## config.mk

```make
export PLATFORM = sky130hd
export DESIGN_NAME = adc_sample_sequencer
export DESIGN_NICKNAME = d
export VERILOG_FILES = /design/src/rtl/adc_seq_pkg.sv /design/src/rtl/sample_tick_gen.sv /design/src/rtl/adc_sample_sequencer.sv
export SDC_FILE = /design/constraint.sdc
export NUM_CORES = 1
export LEC_CHECK = 0
export CAP_MARGIN = 20
export CORE_MARGIN = 2
export CORE_UTILIZATION = 50
export DETAILED_ROUTE_END_ITERATION = 7
export PLACE_DENSITY = 0.92
export SYNTH_ARGS = -nofsm -noshare
export SYNTH_HDL_FRONTEND = slang
export SYNTH_SLANG_ARGS = --single-unit
export TNS_END_PERCENT = 10
```

## constraint.sdc

```tcl
create_clock -name clk_in -period 4 [get_ports clk_in]
set_clock_uncertainty 0.1 [all_clocks]
set_input_delay 0.4 -clock clk_in [delete_from_list [all_inputs] [get_ports clk_in]]
set_output_delay 0.4 -clock clk_in [all_outputs]
set_load 0.005 [all_outputs]
```

## src/rtl/adc_seq_pkg.sv

```systemverilog
`default_nettype none
// ============================================================================
// adc_seq_pkg
// Shared types, XADC DRP addresses and sample conversion for the ADC sequencer.
// Revision: 1.0
// ============================================================================
package adc_seq_pkg;

    typedef enum logic [1:0] {
        S_IDLE    = 2'd0,
        S_ISSUE   = 2'd1,
        S_WAIT    = 2'd2,
        S_CAPTURE = 2'd3
    } seq_state_t;

    localparam logic [6:0] VAUX3_ADDR  = 7'h13;
    localparam logic [6:0] VAUX11_ADDR = 7'h1B;

    // XADC bipolar results are offset binary; flipping the MSB yields two's complement.
    function automatic logic [11:0] offset_to_twos(input logic [11:0] raw);
        return {~raw[11], raw[10:0]};
    endfunction

endpackage
`default_nettype wire

```

## src/rtl/sample_tick_gen.sv

```systemverilog
`default_nettype none
// ============================================================================
// sample_tick_gen
// Free-running 0..SAMPLE_COUNT counter producing a one-cycle sample tick.
// Revision: 1.0
// ============================================================================
module sample_tick_gen #(
    parameter int SAMPLE_COUNT = 2082
) (
    input  logic clk_in,
    input  logic rst_n_in,
    input  logic enable_in,
    output logic tick_out
);

    localparam int CNT_W = (SAMPLE_COUNT > 0) ? $clog2(SAMPLE_COUNT + 1) : 1;

    logic [CNT_W-1:0] cnt_q;
    logic [CNT_W-1:0] cnt_d;
    logic             at_top;

    assign at_top   = (cnt_q == CNT_W'(SAMPLE_COUNT));
    assign tick_out = at_top & enable_in;

    always_comb begin
        cnt_d = cnt_q + CNT_W'(1);
        if (!enable_in || at_top) begin
            cnt_d = '0;
        end
    end

    always_ff @(posedge clk_in or negedge rst_n_in) begin
        if (!rst_n_in) begin
            cnt_q <= '0;
        end else begin
            cnt_q <= cnt_d;
        end
    end

endmodule
`default_nettype wire

```

## src/rtl/adc_sample_sequencer.sv

```systemverilog
`default_nettype none
// ============================================================================
// adc_sample_sequencer
// Ticks at the audio rate and reads one or two XADC aux channels over DRP.
// Revision: 1.0
// ============================================================================
module adc_sample_sequencer
    import adc_seq_pkg::*;
#(
    parameter int         SAMPLE_COUNT = 2082,
    parameter int         TIMEOUT      = 64,
    parameter logic [6:0] CH0_ADDR     = VAUX3_ADDR,
    parameter logic [6:0] CH1_ADDR     = VAUX11_ADDR
) (
    input  logic        clk_in,
    input  logic        rst_n_in,
    input  logic        enable_in,
    input  logic        dual_ch_in,
    input  logic        clr_status_in,
    output logic        drp_den_out,
    output logic [6:0]  drp_daddr_out,
    output logic        drp_dwe_out,
    input  logic [15:0] drp_do_in,
    input  logic        drp_drdy_in,
    output logic        tick_out,
    output logic [11:0] sample_out,
    output logic        sample_ch_out,
    output logic        sample_valid_out,
    output logic        overrun_out,
    output logic        timeout_out
);

    localparam int WCNT_W = (TIMEOUT > 1) ? $clog2(TIMEOUT) : 1;

    seq_state_t        state_q;
    logic              ch_q;
    logic [WCNT_W-1:0] wcnt_q;
    logic              den_q;
    logic [6:0]        daddr_q;
    logic [11:0]       sample_q;
    logic              sample_ch_q;
    logic              valid_q;
    logic              overrun_q;
    logic              timeout_q;

    logic tick;
    logic wait_expired;
    logic timeout_set;
    logic overrun_set;
    logic unused_do_lsb;

    sample_tick_gen #(
        .SAMPLE_COUNT (SAMPLE_COUNT)
    ) u_tick_gen (
        .clk_in    (clk_in),
        .rst_n_in  (rst_n_in),
        .enable_in (enable_in),
        .tick_out  (tick)
    );

    assign unused_do_lsb = ^drp_do_in[3:0];

    // A drdy on the last allowed WAIT cycle takes priority over the timeout.
    assign wait_expired = (wcnt_q == WCNT_W'(TIMEOUT - 1));
    assign timeout_set  = (state_q == S_WAIT) & ~drp_drdy_in & wait_expired;
    assign overrun_set  = tick & (state_q != S_IDLE);

    always_ff @(posedge clk_in or negedge rst_n_in) begin
        if (!rst_n_in) begin
            state_q     <= S_IDLE;
            ch_q        <= 1'b0;
            wcnt_q      <= '0;
            den_q       <= 1'b0;
            daddr_q     <= '0;
            sample_q    <= '0;
            sample_ch_q <= 1'b0;
            valid_q     <= 1'b0;
            overrun_q   <= 1'b0;
            timeout_q   <= 1'b0;
        end else begin
            den_q     <= 1'b0;
            valid_q   <= 1'b0;
            overrun_q <= overrun_set | (overrun_q & ~clr_status_in);
            timeout_q <= timeout_set | (timeout_q & ~clr_status_in);

            case (state_q)
                S_IDLE: begin
                    if (tick) begin
                        ch_q    <= 1'b0;
                        daddr_q <= CH0_ADDR;
                        den_q   <= 1'b1;
                        state_q <= S_ISSUE;
                    end
                end
                S_ISSUE: begin
                    wcnt_q  <= '0;
                    state_q <= S_WAIT;
                end
                S_WAIT: begin
                    if (drp_drdy_in) begin
                        sample_q    <= offset_to_twos(drp_do_in[15:4]);
                        sample_ch_q <= ch_q;
                        valid_q     <= 1'b1;
                        state_q     <= S_CAPTURE;
                    end else if (wait_expired) begin
                        state_q <= S_IDLE;
                    end else begin
                        wcnt_q <= wcnt_q + WCNT_W'(1);
                    end
                end
                S_CAPTURE: begin
                    if (dual_ch_in && !ch_q) begin
                        ch_q    <= 1'b1;
                        daddr_q <= CH1_ADDR;
                        den_q   <= 1'b1;
                        state_q <= S_ISSUE;
                    end else begin
                        state_q <= S_IDLE;
                    end
                end
                default: state_q <= S_IDLE;
            endcase
        end
    end

    assign tick_out         = tick;
    assign drp_den_out      = den_q;
    assign drp_daddr_out    = daddr_q;
    assign drp_dwe_out      = 1'b0;
    assign sample_out       = sample_q;
    assign sample_ch_out    = sample_ch_q;
    assign sample_valid_out = valid_q;
    assign overrun_out      = overrun_q;
    assign timeout_out      = timeout_q;

endmodule
`default_nettype wire

```

==> metrics.cfg <==
[status]
run_status=completed

[sta]
setup_viol_count_final=0
fin_crit_ns=2.57
finalHoldViolations=0
max_freq_mhz=390
headroom_to_the_max_slew_limit_pct=43.8
timing.final.max_slew_violations=0
rsz0062_at_grt=no
tightestPinTransition_ns=0.844
final.setup.tns_ns=0
fin_crit_sh_pct=64.2

[setup_path]
cp-end-kind=output port
critPathMaxFanout=5
crit_chain=inv_1, ha_1, nor4b_2, and4_1, nand2_2, clkinv_2, clkdlybuf4s50_1
critPathArrivalTime_ns=2.07
timing.critical_path.max_delay_family=buffers and inverters
critical_path.startpoint_type=flip-flop
worst_path_max_delay_cell=sky130_fd_sc_hd__clkdlybuf4s50_1
r2r_setup_slack_ns=2.02
worstSetupPathType=reg -> out
data_required_time_of_the_worst_path_ns=3.50
critical_path.n_buffers_inverters=3
crit_path_max_incr_delay_ns=0.49

[run]
max_cap_violations=0

[finish]
number_of_standard_cells_in_the_final_layout_excluding_fillers=256
antenna-diode-count=0
design.final.nets=237
drive_gt1_share_pct=14.9
area.growth.synth_to_final_pct=25.6

[place]
dp_hpwl_um=2390
finalWeightedCongestion=0.821
port_buffers=39
dp_cells=248

[global_routing]
initial_antenna_violation_count=0
grt_first_pass_wirelength_um=5750
gr-usage-all-layers_pct=18.3
grt-ovfl-total=0
grt_start_max_net_pins=40
grt_pass1_vias=1300

[clock_network]
clock_sink_count=39
post_cts_hold_buffer_count=0
postCtsResizedCells=0
clkTransAtPathRegs_ns=0.07
max-clock-path-buffers=2
cts_tree=built
post_cts_buffers=0
worstSkewPairLatency_ns=0.29
cell_at_the_root_of_the_clock_tree=sky130_fd_sc_hd__clkbuf_8
clock_tree.htree_level_count=2
cts_made_buffers=5

[synth]
synth.ff_latch_count=39
synthTopCellsByArea=sky130_fd_sc_hd__dfrtp_1 (53%), sky130_fd_sc_hd__mux2_2 (7.3%), sky130_fd_sc_hd__ha_1 (5.4%)
synth_cells=167
synthDistinctLibCells=35
synthDominantAreaCellType=sky130_fd_sc_hd__dfrtp_1
yosys-top-cells-count=sky130_fd_sc_hd__dfrtp_1 (39), sky130_fd_sc_hd__nor2_1 (13), sky130_fd_sc_hd__mux2_2 (12), sky130_fd_sc_hd__nand2_1 (11), sky130_fd_sc_hd__nand3_1 (9)
synth-warning-count=0
dominantRegCellSynth=sky130_fd_sc_hd__dfrtp_1
synth_top_cell_area_share_pct=52.9
yosys.cell_count.top_type=sky130_fd_sc_hd__dfrtp_1
syn_area_per_cell_um2=11.1
synth-seq-area-share_pct=52.9
synthesis.area_mm2=0.00185
synth_edf_count=0
async_set_reset_flop_share_out_of_synthesis_pct=100

[pwr]
power_report.internal_total_uw=874
power.combinational.fraction_pct=35.7
power.sequential.fraction_pct=43.9
leakagePower_uw=0.00103
power.density_mw_per_mm2=544
total_switching_power_uw=387
switching_share_pct=30.7
clkPwrFrac_pct=20.3
vdd_drop_max_uv=343

[floorplanning]
row_count=22
start_util_pct=51.2
die-area_mm2=0.00419
fp.coreArea_mm2=0.00361
die_x_um=64.8
top_level_i_o_count=48
die_height_um=64.8

[hold_path]
hold_class=in -> async

[route]
initialDrtViolationCount=56
wl_um=3340
firstDrtPassIters=4
remaining_drc_errors=0
wl_per_cell_um=13.0
total_via_count_in_the_routed_design=1301
postRouteAntennaNets=0
via_density_per_instance=5.08

logic make-up after synthesis:
logic type	Yosys count	synth area share, %
AOI/OAI and AO/OA	24	7.73
xor gates and xnor gates	10	4.75
adders and majority gates	8	5.42
buffers and inverters	18	5.63
DFF	39	52.9
muxes	12	7.32
other	1	0.203
and+or+nand+nor	55	16.1
placed cells by master, fill, tap and decap left out, types with 6 or more instances in the layout:
cell type,n
sky130_fd_sc_hd__ha_1,8
sky130_fd_sc_hd__nor2_1,13
sky130_fd_sc_hd__inv_1,8
sky130_fd_sc_hd__mux2_2,12
sky130_fd_sc_hd__a31oi_1,6
sky130_fd_sc_hd__nand2_1,11
sky130_fd_sc_hd__dfrtp_1,39
sky130_fd_sc_hd__xnor2_1,6
sky130_fd_sc_hd__clkdlybuf4s50_1,38
sky130_fd_sc_hd__nand3_1,9
sky130_fd_sc_hd__o21ai_0,7
worst reg2reg max path: cells and delay by family (launching register included):
kind,cells,cell delay (ns)
adder cells (fa/ha/maj),1,0.28
buffers and inverters,1,0.11
flip-flops,1,0.43
multiplexers,1,0.42
AND/OR/NAND/NOR,1,0.54
through the flow:
| step | hold slack [ns] | instance area (um^2) | power [uW] | setup WS (ns) | util [%] |
|---|---|---|---|---|---|
| floorplan | 0.00441 | 1860 | 789 | 2.31 | - |
| global placement | 0.363 | 2230 | 990 | 1.78 | 61.9 |
| detailed placement | 0.369 | 2230 | 1010 | 1.76 | 61.9 |
| CTS | 0.130 | 2320 | 1270 | 1.43 | 64.3 |
| global route | 0.176 | 2320 | 1350 | 1.32 | 64.3 |
| finish | 0.106 | 2320 | 1260 | 1.43 | 64.3 |
path summary, 6_finish.rpt:
kind | from | end | cells after the start
max reg2reg | state_q[0] | sample_out[10] | 4
max | u_tick_gen.cnt_q[0] | tick_out | 7
min | rst_n_in | u_tick_gen.cnt_q[9] | 1
min in group clk_in | sample_out[11] | sample_out[11] | 2
max in group asynchronous | rst_n_in | drp_daddr_out[1] | 1
min reg2reg | sample_out[11] | sample_out[11] | 2
final cells by class:
class	count	area, um^2
repair buffers	39	385
fillers	291	1290
multi-input cells	113	777
clock buffers	5	68.8
inverters	9	35.0
clock inverters	3	15.0
flip-flops and latches	39	976
well taps	48	60.1
state kept, by name, indices dropped and copies added, names as in the netlist:
| signal | flops |
|---|---|
| u_tick_gen.cnt_q | 12 |
| overrun_out | 1 |
| drp_den_out | 1 |
| timeout_out | 1 |
| wcnt_q | 6 |
| sample_out | 12 |
| sample_ch_out | 1 |
| drp_daddr_out | 2 |
| state_q | 2 |
| sample_valid_out | 1 |
power by group through the flow:
stage               Sequential (uW)  Clock [uW]  Combinational (uW)
global placement                553           0                 437
finish                          554         257                 451
global route                    567         283                 500
floorplan                       559           0                 230
CTS                             554         264                 454
detailed placement              562           0                 449
routing by layer:
layer  vias up  share of wire, %  track usage (%)
met5         -                 0                0
met4         0               1.9             10.1
met3         7               5.4             6.42
met2        37                49             29.1
met1       619                43             21.5
li1        638                 -                -
No activity file was read; power rests on OpenSTA's default activity.
